===== config.mk =====
export PLATFORM = sky130hd
export DESIGN_NAME = xcorr_frame_ctrl
export DESIGN_NICKNAME = d
export VERILOG_FILES = /design/src/rtl/xcorr_frame_ctrl.sv
export SDC_FILE = /design/constraint.sdc
export NUM_CORES = 1
export LEC_CHECK = 0
export ABC_AREA = 1
export BUFFER_PORTS_ARGS = -buffer_cell sky130_fd_sc_hd__clkbuf_2
export CORE_ASPECT_RATIO = 0.7
export CORE_MARGIN = 4
export CORE_UTILIZATION = 45
export CTS_CLUSTER_DIAMETER = 30
export DETAILED_ROUTE_END_ITERATION = 16
export HOLD_SLACK_MARGIN = 0.08
export MAX_ROUTING_LAYER = met4
export PLACE_DENSITY = 0.81
export SLEW_MARGIN = 20
export SYNTH_ARGS = -nofsm -noshare
export SYNTH_HDL_FRONTEND = slang
export SYNTH_SLANG_ARGS = --single-unit

===== constraint.sdc =====
create_clock -name clk -period 2.4 [get_ports clk]
set_input_delay 0.24 -clock clk [delete_from_list [all_inputs] [get_ports clk]]
set_output_delay 0.24 -clock clk [all_outputs]
set_load 0.01 [all_outputs]

===== src/rtl/xcorr_frame_ctrl.sv =====
// xcorr_frame_ctrl
//   Frame sequencer for a two-microphone cross-correlator. Captures N sample
//   pairs into two dual-port RAMs, streams them back out (one read per cycle)
//   to the xcorr engine, then waits for the engine to report completion.
//
//   Flow: IDLE -> CAPTURE -> READ -> WAIT -> DONE -> (CAPTURE | IDLE)
//
// Ports
//   clk, rst_n            clock, asynchronous active-low reset
//   xc_en                 run frames continuously while high
//   smp_valid, smp0/1     incoming sample pair strobe and data
//   ram_wea/addra/dina*   capture RAM write port (combinational, same cycle)
//   ram_ceb/addrb         capture RAM read port (1-cycle latency RAM)
//   xc_start              one-cycle pulse on the first read of a frame
//   xc_res_valid, xc_res  xcorr result stream (used by the peak tracker)
//   xc_done               engine finished the frame
//   frame_done, frame_cnt completed-frame pulse and wrapping counter
//   busy                  high whenever not IDLE
//   err_tmo               sticky: engine never answered within TMO cycles
//   peak_lag, peak_val    lag/value of the largest result of the last frame
//
// Build option
//   XCORR_PEAK_EN         enables the peak tracker; otherwise peak_* read 0.

module xcorr_frame_ctrl #(
    parameter int W   = 16,
    parameter int N   = 512,
    parameter int AW  = 9,
    parameter int RW  = 40,
    parameter int TMO = 4096
) (
    input  logic                 clk,
    input  logic                 rst_n,
    input  logic                 xc_en,
    input  logic                 smp_valid,
    input  logic signed [W-1:0]  smp0,
    input  logic signed [W-1:0]  smp1,
    output logic                 ram_wea,
    output logic [AW-1:0]        ram_addra,
    output logic [W-1:0]         ram_dina0,
    output logic [W-1:0]         ram_dina1,
    output logic                 ram_ceb,
    output logic [AW-1:0]        ram_addrb,
    output logic                 xc_start,
    input  logic                 xc_res_valid,
    input  logic signed [RW-1:0] xc_res,
    input  logic                 xc_done,
    output logic                 frame_done,
    output logic [15:0]          frame_cnt,
    output logic                 busy,
    output logic                 err_tmo,
    output logic [AW:0]          peak_lag,
    output logic signed [RW-1:0] peak_val
);

    localparam int            TW   = $clog2(TMO + 1);
    localparam logic [AW-1:0] LAST = AW'(N - 1);

    typedef enum logic [2:0] {
        S_IDLE,
        S_CAPTURE,
        S_READ,
        S_WAIT,
        S_DONE
    } state_t;

    state_t        state;
    logic [AW-1:0] wr_cnt;
    logic [TW-1:0] tmo_cnt;
    logic          cap_wr;

    // Writes go out in the same cycle as the strobe. An abort (xc_en low)
    // takes priority over a coincident sample so nothing lands in the RAM
    // after the frame has been abandoned.
    assign cap_wr    = (state == S_CAPTURE) && xc_en && smp_valid;
    assign ram_wea   = cap_wr;
    assign ram_addra = wr_cnt;
    assign ram_dina0 = cap_wr ? smp0 : '0;
    assign ram_dina1 = cap_wr ? smp1 : '0;
    assign busy      = (state != S_IDLE);

    always_ff @(posedge clk or negedge rst_n) begin
        if (!rst_n) begin
            state      <= S_IDLE;
            wr_cnt     <= '0;
            tmo_cnt    <= '0;
            ram_ceb    <= 1'b0;
            ram_addrb  <= '0;
            xc_start   <= 1'b0;
            frame_done <= 1'b0;
            frame_cnt  <= '0;
            err_tmo    <= 1'b0;
        end else begin
            xc_start   <= 1'b0;
            frame_done <= 1'b0;
            case (state)
                S_IDLE: begin
                    if (xc_en) state <= S_CAPTURE;
                end
                S_CAPTURE: begin
                    if (!xc_en) begin
                        state  <= S_IDLE;
                        wr_cnt <= '0;
                    end else if (smp_valid) begin
                        if (wr_cnt == LAST) begin
                            // Last write: arm the read burst so the first
                            // read and xc_start appear on the next cycle.
                            wr_cnt    <= '0;
                            state     <= S_READ;
                            ram_ceb   <= 1'b1;
                            ram_addrb <= '0;
                            xc_start  <= 1'b1;
                        end else begin
                            wr_cnt <= wr_cnt + 1'b1;
                        end
                    end
                end
                S_READ: begin
                    if (ram_addrb == LAST) begin
                        state     <= S_WAIT;
                        ram_ceb   <= 1'b0;
                        ram_addrb <= '0;
                        tmo_cnt   <= '0;
                    end else begin
                        ram_addrb <= ram_addrb + 1'b1;
                    end
                end
                S_WAIT: begin
                    if (xc_done) begin
                        state      <= S_DONE;
                        frame_done <= 1'b1;
                        frame_cnt  <= frame_cnt + 16'd1;
                    end else if (tmo_cnt == TW'(TMO - 1)) begin
                        state   <= S_IDLE;
                        err_tmo <= 1'b1;
                    end else begin
                        tmo_cnt <= tmo_cnt + 1'b1;
                    end
                end
                S_DONE: begin
                    state <= xc_en ? S_CAPTURE : S_IDLE;
                end
                default: state <= S_IDLE;
            endcase
        end
    end

`ifdef XCORR_PEAK_EN
    logic                 trk_on;
    logic                 trk_first;
    logic                 trk_upd;
    logic [AW:0]          trk_cnt;
    logic [AW:0]          trk_lag;
    logic signed [RW-1:0] trk_val;
    logic [AW:0]          nxt_lag;
    logic signed [RW-1:0] nxt_val;

    // Results are only meaningful once the read burst has started. The
    // running max is exposed as nxt_* so a strobe coinciding with xc_done
    // still makes it into the published peak.
    assign trk_on  = (state == S_READ) || (state == S_WAIT);
    assign trk_upd = trk_on && xc_res_valid && (trk_first || (xc_res > trk_val));
    assign nxt_lag = trk_upd ? trk_cnt : trk_lag;
    assign nxt_val = trk_upd ? xc_res : trk_val;

    always_ff @(posedge clk or negedge rst_n) begin
        if (!rst_n) begin
            trk_first <= 1'b1;
            trk_cnt   <= '0;
            trk_lag   <= '0;
            trk_val   <= '0;
        end else if (!trk_on) begin
            trk_first <= 1'b1;
            trk_cnt   <= '0;
            trk_lag   <= '0;
            trk_val   <= '0;
        end else if (xc_res_valid) begin
            trk_first <= 1'b0;
            trk_cnt   <= trk_cnt + 1'b1;
            trk_lag   <= nxt_lag;
            trk_val   <= nxt_val;
        end
    end

    always_ff @(posedge clk or negedge rst_n) begin
        if (!rst_n) begin
            peak_lag <= '0;
            peak_val <= '0;
        end else if (state == S_WAIT && xc_done) begin
            peak_lag <= nxt_lag;
            peak_val <= nxt_val;
        end
    end
`else
    logic unused_res;
    assign unused_res = ^{xc_res_valid, xc_res};
    assign peak_lag   = '0;
    assign peak_val   = '0;
`endif

endmodule


## Word level (Yosys, flattened, before mapping)

Index checks and enable logic that the tools add are counted.
W data, S select, Z words.

| word-level totals | value |
|---|---|
| latch bits | 0 |
| bits in writable memories | 0 |
| input bits | 78 |
| flip-flop bits (word level) | 54 |
| word-level logic and storage cells | 79 |
| memories | 0 |
| ROM bits | 0 |

| cells by class | value |
|---|---|
| mux-type cells | 34 |
| add/subtract/negate cells | 4 |
| shift-type cells | 0 |
| equality and inequality tests | 18 |
| reductions and logical operators | 13 |
| multipliers | 0 |
| bitwise operators | 1 |
| order comparisons | 0 |
| div/mod/pow operators | 0 |

Operators by type and width:

| kind | number |
|---|---|
| $mux W9 | 7 |
| $mux W13 | 3 |
| $mux W16 | 2 |
| $pmux W13 S2 | 1 |
| $mux W3 | 7 |
| $add A9 B1 Y9 const B | 2 |
| $eq A9 B9 Y1 const B | 2 |
| $pmux W9 S2 | 1 |
| $add A16 B1 Y16 const B | 1 |
| $pmux W3 S5 | 1 |
| $add A13 B1 Y13 const B | 1 |
| $eq A13 B12 Y1 const B | 1 |
| $ne A2 B2 Y1 const B | 6 |
| $mux W1 | 11 |
| $reduce_and A5 Y1 | 2 |
| $reduce_and A4 Y1 | 2 |
| $eq A3 B2 Y1 const B | 2 |
| $ne A3 B3 Y1 const B | 2 |
| $ne A2 B1 Y1 const B | 2 |
| $reduce_and A2 Y1 | 2 |
| $reduce_bool A2 Y1 | 2 |
| $eq A3 B1 Y1 const B | 1 |
| $eq A3 B3 Y1 const B | 1 |
| $logic_not A3 Y1 | 1 |
| other kinds (6) | 7 |

## Depth between registers and ports, before layout

| depth | value |
|---|---|
| word-level depth | 5 |
| gate-level depth with buffers | 13 |
| mapped depth without buffers | 12 |

## Least setup slack after synthesis

OpenSTA, ideal clock, no wires.

| timing | value |
|---|---|
| kind | flip-flop to flip-flop |
| start | register wr_cnt[0] (netlist: ram_addra[0]) |
| end | register ram_addrb[2] |
| setup time | 127 ps |
| path slack | 432 ps |
| cell stages (with the launch flop) | 12 |
| clock period less this slack | 1,968 ps |
| data arrival time | 1,841 ps |
| cell sequence | dfrtp_1 -> ha_1 -> nand3_1 -> nor2_1 -> nand3_1 -> nor2_1 -> ha_1 -> inv_1 -> o21ai_0 -> nand3_1 -> inv_1 -> o21ai_0 |

| on the way | value |
|---|---|
| cells in the longest elaborated chain, start to end | 3 |

Ends and longest elaborated chain:

| item | RTL line | source |
|---|---|---|
| from (decl) | 68 | `logic [AW-1:0] wr_cnt;` |
| from (signal assigned) | 114 | `wr_cnt <= wr_cnt + 1'b1;` |
| $eq A9 B9 Y1 | 105 | `if (wr_cnt == LAST) begin` |
| $ne A2 B1 Y1 (no line) | -- |  |
| $reduce_and A4 Y1 (no line) | -- |  |
| to (signal assigned) | 125 | `ram_addrb <= ram_addrb + 1'b1;` |
| to (decl) | 43 | `output logic [AW-1:0] ram_addrb,` |

No other way between the ends.
A chain may end at the register's enable or synchronous reset.

## Worst setup path after layout

| timing | value |
|---|---|
| start | register state[2] |
| end | output port ram_dina0[2] |

| on the way | value |
|---|---|
| cells in the longest elaborated chain, start to end | 4 |

Ends and longest elaborated chain:

| item | RTL line | source |
|---|---|---|
| from (decl) | 67 | `state_t state;` |
| from (signal assigned) | 141 | `state <= xc_en ? S_CAPTURE : S_IDLE;` |
| $eq A3 B1 Y1 | 75 | `assign cap_wr = (state == S_CAPTURE) && xc_en && smp_valid;` |
| $logic_and A1 B1 Y1 (2 in a row) | 75 |  |
| $mux W16 | 78 | `assign ram_dina0 = cap_wr ? smp0 : '0;` |
| to (decl) | 40 | `output logic [W-1:0] ram_dina0,` |

No other way between the ends.

==> flow_metrics.py <==
metrics = {
    "sta": {
        "fmax_mhz": 459,
        "maxSlewHeadroom_pct": 54.4,
        "period_needed_ps": 2180,
        "setup_tns_ps": 0,
        "hold_violations": 0,
        "hold-worst-slack_ps": 275,
        "fin_skew_ps": 5.21,
        "rsz0062_at_grt": "false",
        "slew_viol_final": 0,
        "tightest_slew_ps": 684,
        "fin_crit_sh_pct": 90.8,
        "finalSetupViolations": 0,
    },
    "setup_path": {
        "path_class": "register to primary output",
        "crit_chain": "nor2_4 > nand2_1 > nor2_1 > nand2_2 > nor2_1 > clkbuf_2",
        "critPathMaxStageDelay_ps": 430,
        "path_delay_family": "simple AND/OR/NAND/NOR gates",
        "path_max_fanout": 36,
        "arrival_ps": 1940,
        "crit_required_ps": 2160,
        "worst_setup_path_start_kind": "register",
        "critical_path_buf_inv_count": 1,
        "crit_slowest_cell": "dfrtp_1",
        "cpMostUsedCell": "nor2_1",
        "end_kind": "primary output",
    },
    "floorplanning": {
        "num_io_pins": 200,
        "dieArea_sq_um": 9690,
        "die_w_um": 116,
        "start_util_pct": 46.4,
        "core_sq_um": 7910,
        "rows": 27,
        "fp.dieH_um": 83.6,
    },
    "cts": {
        "numCtsBuffers": 5,
        "htreeDepth": 2,
        "post-cts-setup-buffers": 0,
        "cts_tree": "built",
        "insertion_delay_ps": 290,
        "cts_sinks": 54,
        "root_buffer": "clkbuf_16",
        "clk_path_buf_depth": 2,
        "path_clk_slew_ps": 70,
    },
    "layout": {
        "seq_area_sq_um": 1350,
        "drive_gt1_share_pct": 22.2,
        "syn_to_final_growth_pct": 16.7,
        "nets": 713,
        "insertedDiodeCount": 0,
        "multi_input_area_sq_um": 1760,
        "utilization_pct": 54.2,
        "nFillCells": 767,
    },
    "placement": {
        "place_congestion": 0.914,
        "io_buffers": 108,
        "dp_hpwl_mm": 7.31,
    },
    "run_status": {
        "status": "finished clean",
    },
    "drt": {
        "via_count": 3480,
        "firstDrtPassIters": 4,
        "wirelength_mm": 9.20,
        "drt_iter0_markers": 240,
        "vias_per_cell": 4.76,
        "avgRoutedWirePerCell_um": 12.6,
        "ant_nets": 0,
        "drc": 0,
    },
    "yosys": {
        "synthCells": 521,
        "synth_warnings": 0,
        "synth_area_leaders": "dfrtp_1, nand2_1, buf_4, inv_1, nor2_1",
        "synth_top_area_cell": "dfrtp_1",
        "async_reset_ff_share_pct": 100,
        "syn-cell-area_sq_um": 3670,
        "synthFlopType": "dfrtp_1",
        "synth_top_cell_area_share_pct": 36.8,
        "ys_types": 31,
        "avgSynthCellArea_sq_um": 7.05,
        "seq_area_frac_synth_pct": 36.8,
        "ys_seq_elements": 54,
        "synth-edff-count": 0,
    },
    "grt": {
        "grt_pass1_vias": 3068,
        "grt_max_degree": 37,
        "grt_usage_pct": 19.2,
        "grt-ovfl-total": 0,
        "grt_first_pass_wirelength_mm": 15.1,
        "antenna_found_initial": 0,
    },
    "power_and_ir_drop": {
        "power_mw": 2.15,
        "power.density_nw_per_um2": 502,
        "static-leakage-power_nw": 2.48,
        "peakVddDrop_mv": 0.333,
    },
    "worst_hold_path": {
        "hold_path_class": "primary input to register",
    },
    "job": {
        "max_cap_viol_count": 0,
    },
}
==> what timing repair did <==
action | in CTS | in global routing
hold buffers | 1 | 0
endpoints found under the setup margin | 0 | 7
endpoints found under the hold margin | 25 | 0
resized for setup | 0 | 3
==> cells in the final DEF, fill, tap and decap left out, types with 2 or more instances in the layout <==
master | netlist | final
clkbuf_16 | 0 | 5
inv_2 | 6 | 7
dfrtp_1 | 54 | 54
xnor2_1 | 5 | 5
nor2_4 | 3 | 3
ha_1 | 6 | 6
nand2_4 | 2 | 2
nand2_2 | 6 | 6
xor2_1 | 9 | 9
inv_1 | 81 | 80
nor2_1 | 73 | 73
a21oi_1 | 2 | 2
nand3_1 | 40 | 39
clkbuf_2 | 0 | 108
o21ai_0 | 28 | 27
nor3_1 | 5 | 5
nand2_1 | 112 | 112
nand4_1 | 18 | 18
conb_1 | 1 | 50
nor2_2 | 2 | 2
o31ai_1 | 2 | 2
==> through the flow <==
stage                     cell area (sq um)  setup WS (ps)  std cells
after floorplan                        3850            432        570
after global placement                 4120            211        722
after detailed placement               4120            112        722
after CTS                              4280           91.4        731
after global routing                   4280           33.5        731
final                                  4280            220        731
==> registers in the layout, summed over array words and instances, names as in the netlist <==
signal and count:
err_tmo 1, frame_cnt 16, frame_done 1, ram_addra 9
ram_addrb 9, ram_ceb 1, state 3, tmo_cnt 13
xc_start 1
==> cell type report <==
class | instances | area share [%]
Clock inverter | 1 | 0.204
Sequential cell | 54 | 31.6
Inverter | 87 | 7.62
Multi-Input combinational cell | 371 | 41.0
Tap cell | 101 | 2.95
Clock buffer | 7 | 3.33
Timing Repair Buffer | 110 | 13.3
==> metal layers <==
layer	track usage (%)	vias to the layer above	share of wire, %	wire, um
met5	-	-	0	0
met4	3.69	0	0.88	81
met3	3.26	8	6.3	577
met2	28.0	116	47	4320
met1	28.2	1632	46	4220
li1	-	1724	-	-
==> power breakdown <==
part | switching (mW) | internal (mW)
combinational | 0.285 | 0.138
clock | 0.332 | 0.421
sequential | 0.0335 | 0.939
total | 0.651 | 1.50
==> final timing paths <==
| kind | start | endpoint | slack [ps] | cells after the start |
|---|---|---|---|---|
| worst min register to register | err_tmo | err_tmo | 480 | 1 |
| worst min-delay path | xc_done | state[2] | 280 | 3 |
| worst max register to register | ram_addra[0] | ram_addrb[7] | 290 | 11 |
| min in group asynchronous | rst_n | ram_addrb[6] | 530 | 2 |
| max in group asynchronous | rst_n | tmo_cnt[1] | 1280 | 3 |
| worst max-delay path | state[2] | ram_dina0[2] | 220 | 6 |
==> cell usage after synthesis, types with 3 or more instances <==
cell,count
inv_1,81
buf_4,52
ha_1,6
nor2_1,73
buf_2,4
dfrtp_1,54
xor2_1,9
nand4_1,18
o21ai_0,28
nor3_1,5
xnor2_1,5
nand3_1,40
nand2_1,112
nand2_2,6
inv_2,6
nor2_4,3
==> worst min-delay path, cell delays in order <==
cell	delay, ps
clkbuf_2	110
inv_1	110
nor2_1	60
==> cell families after synthesis <==
logic type	synth area share, %
AND/OR/NAND/NOR	31.7
flip-flops	36.8
AO/OA/AOI/OAI	5.56
buffers and inverters	20.5
XOR/XNOR	3.34
adder cells (fa/ha/maj)	2.04
other	0.102
(Power assumes the default switching activity.)
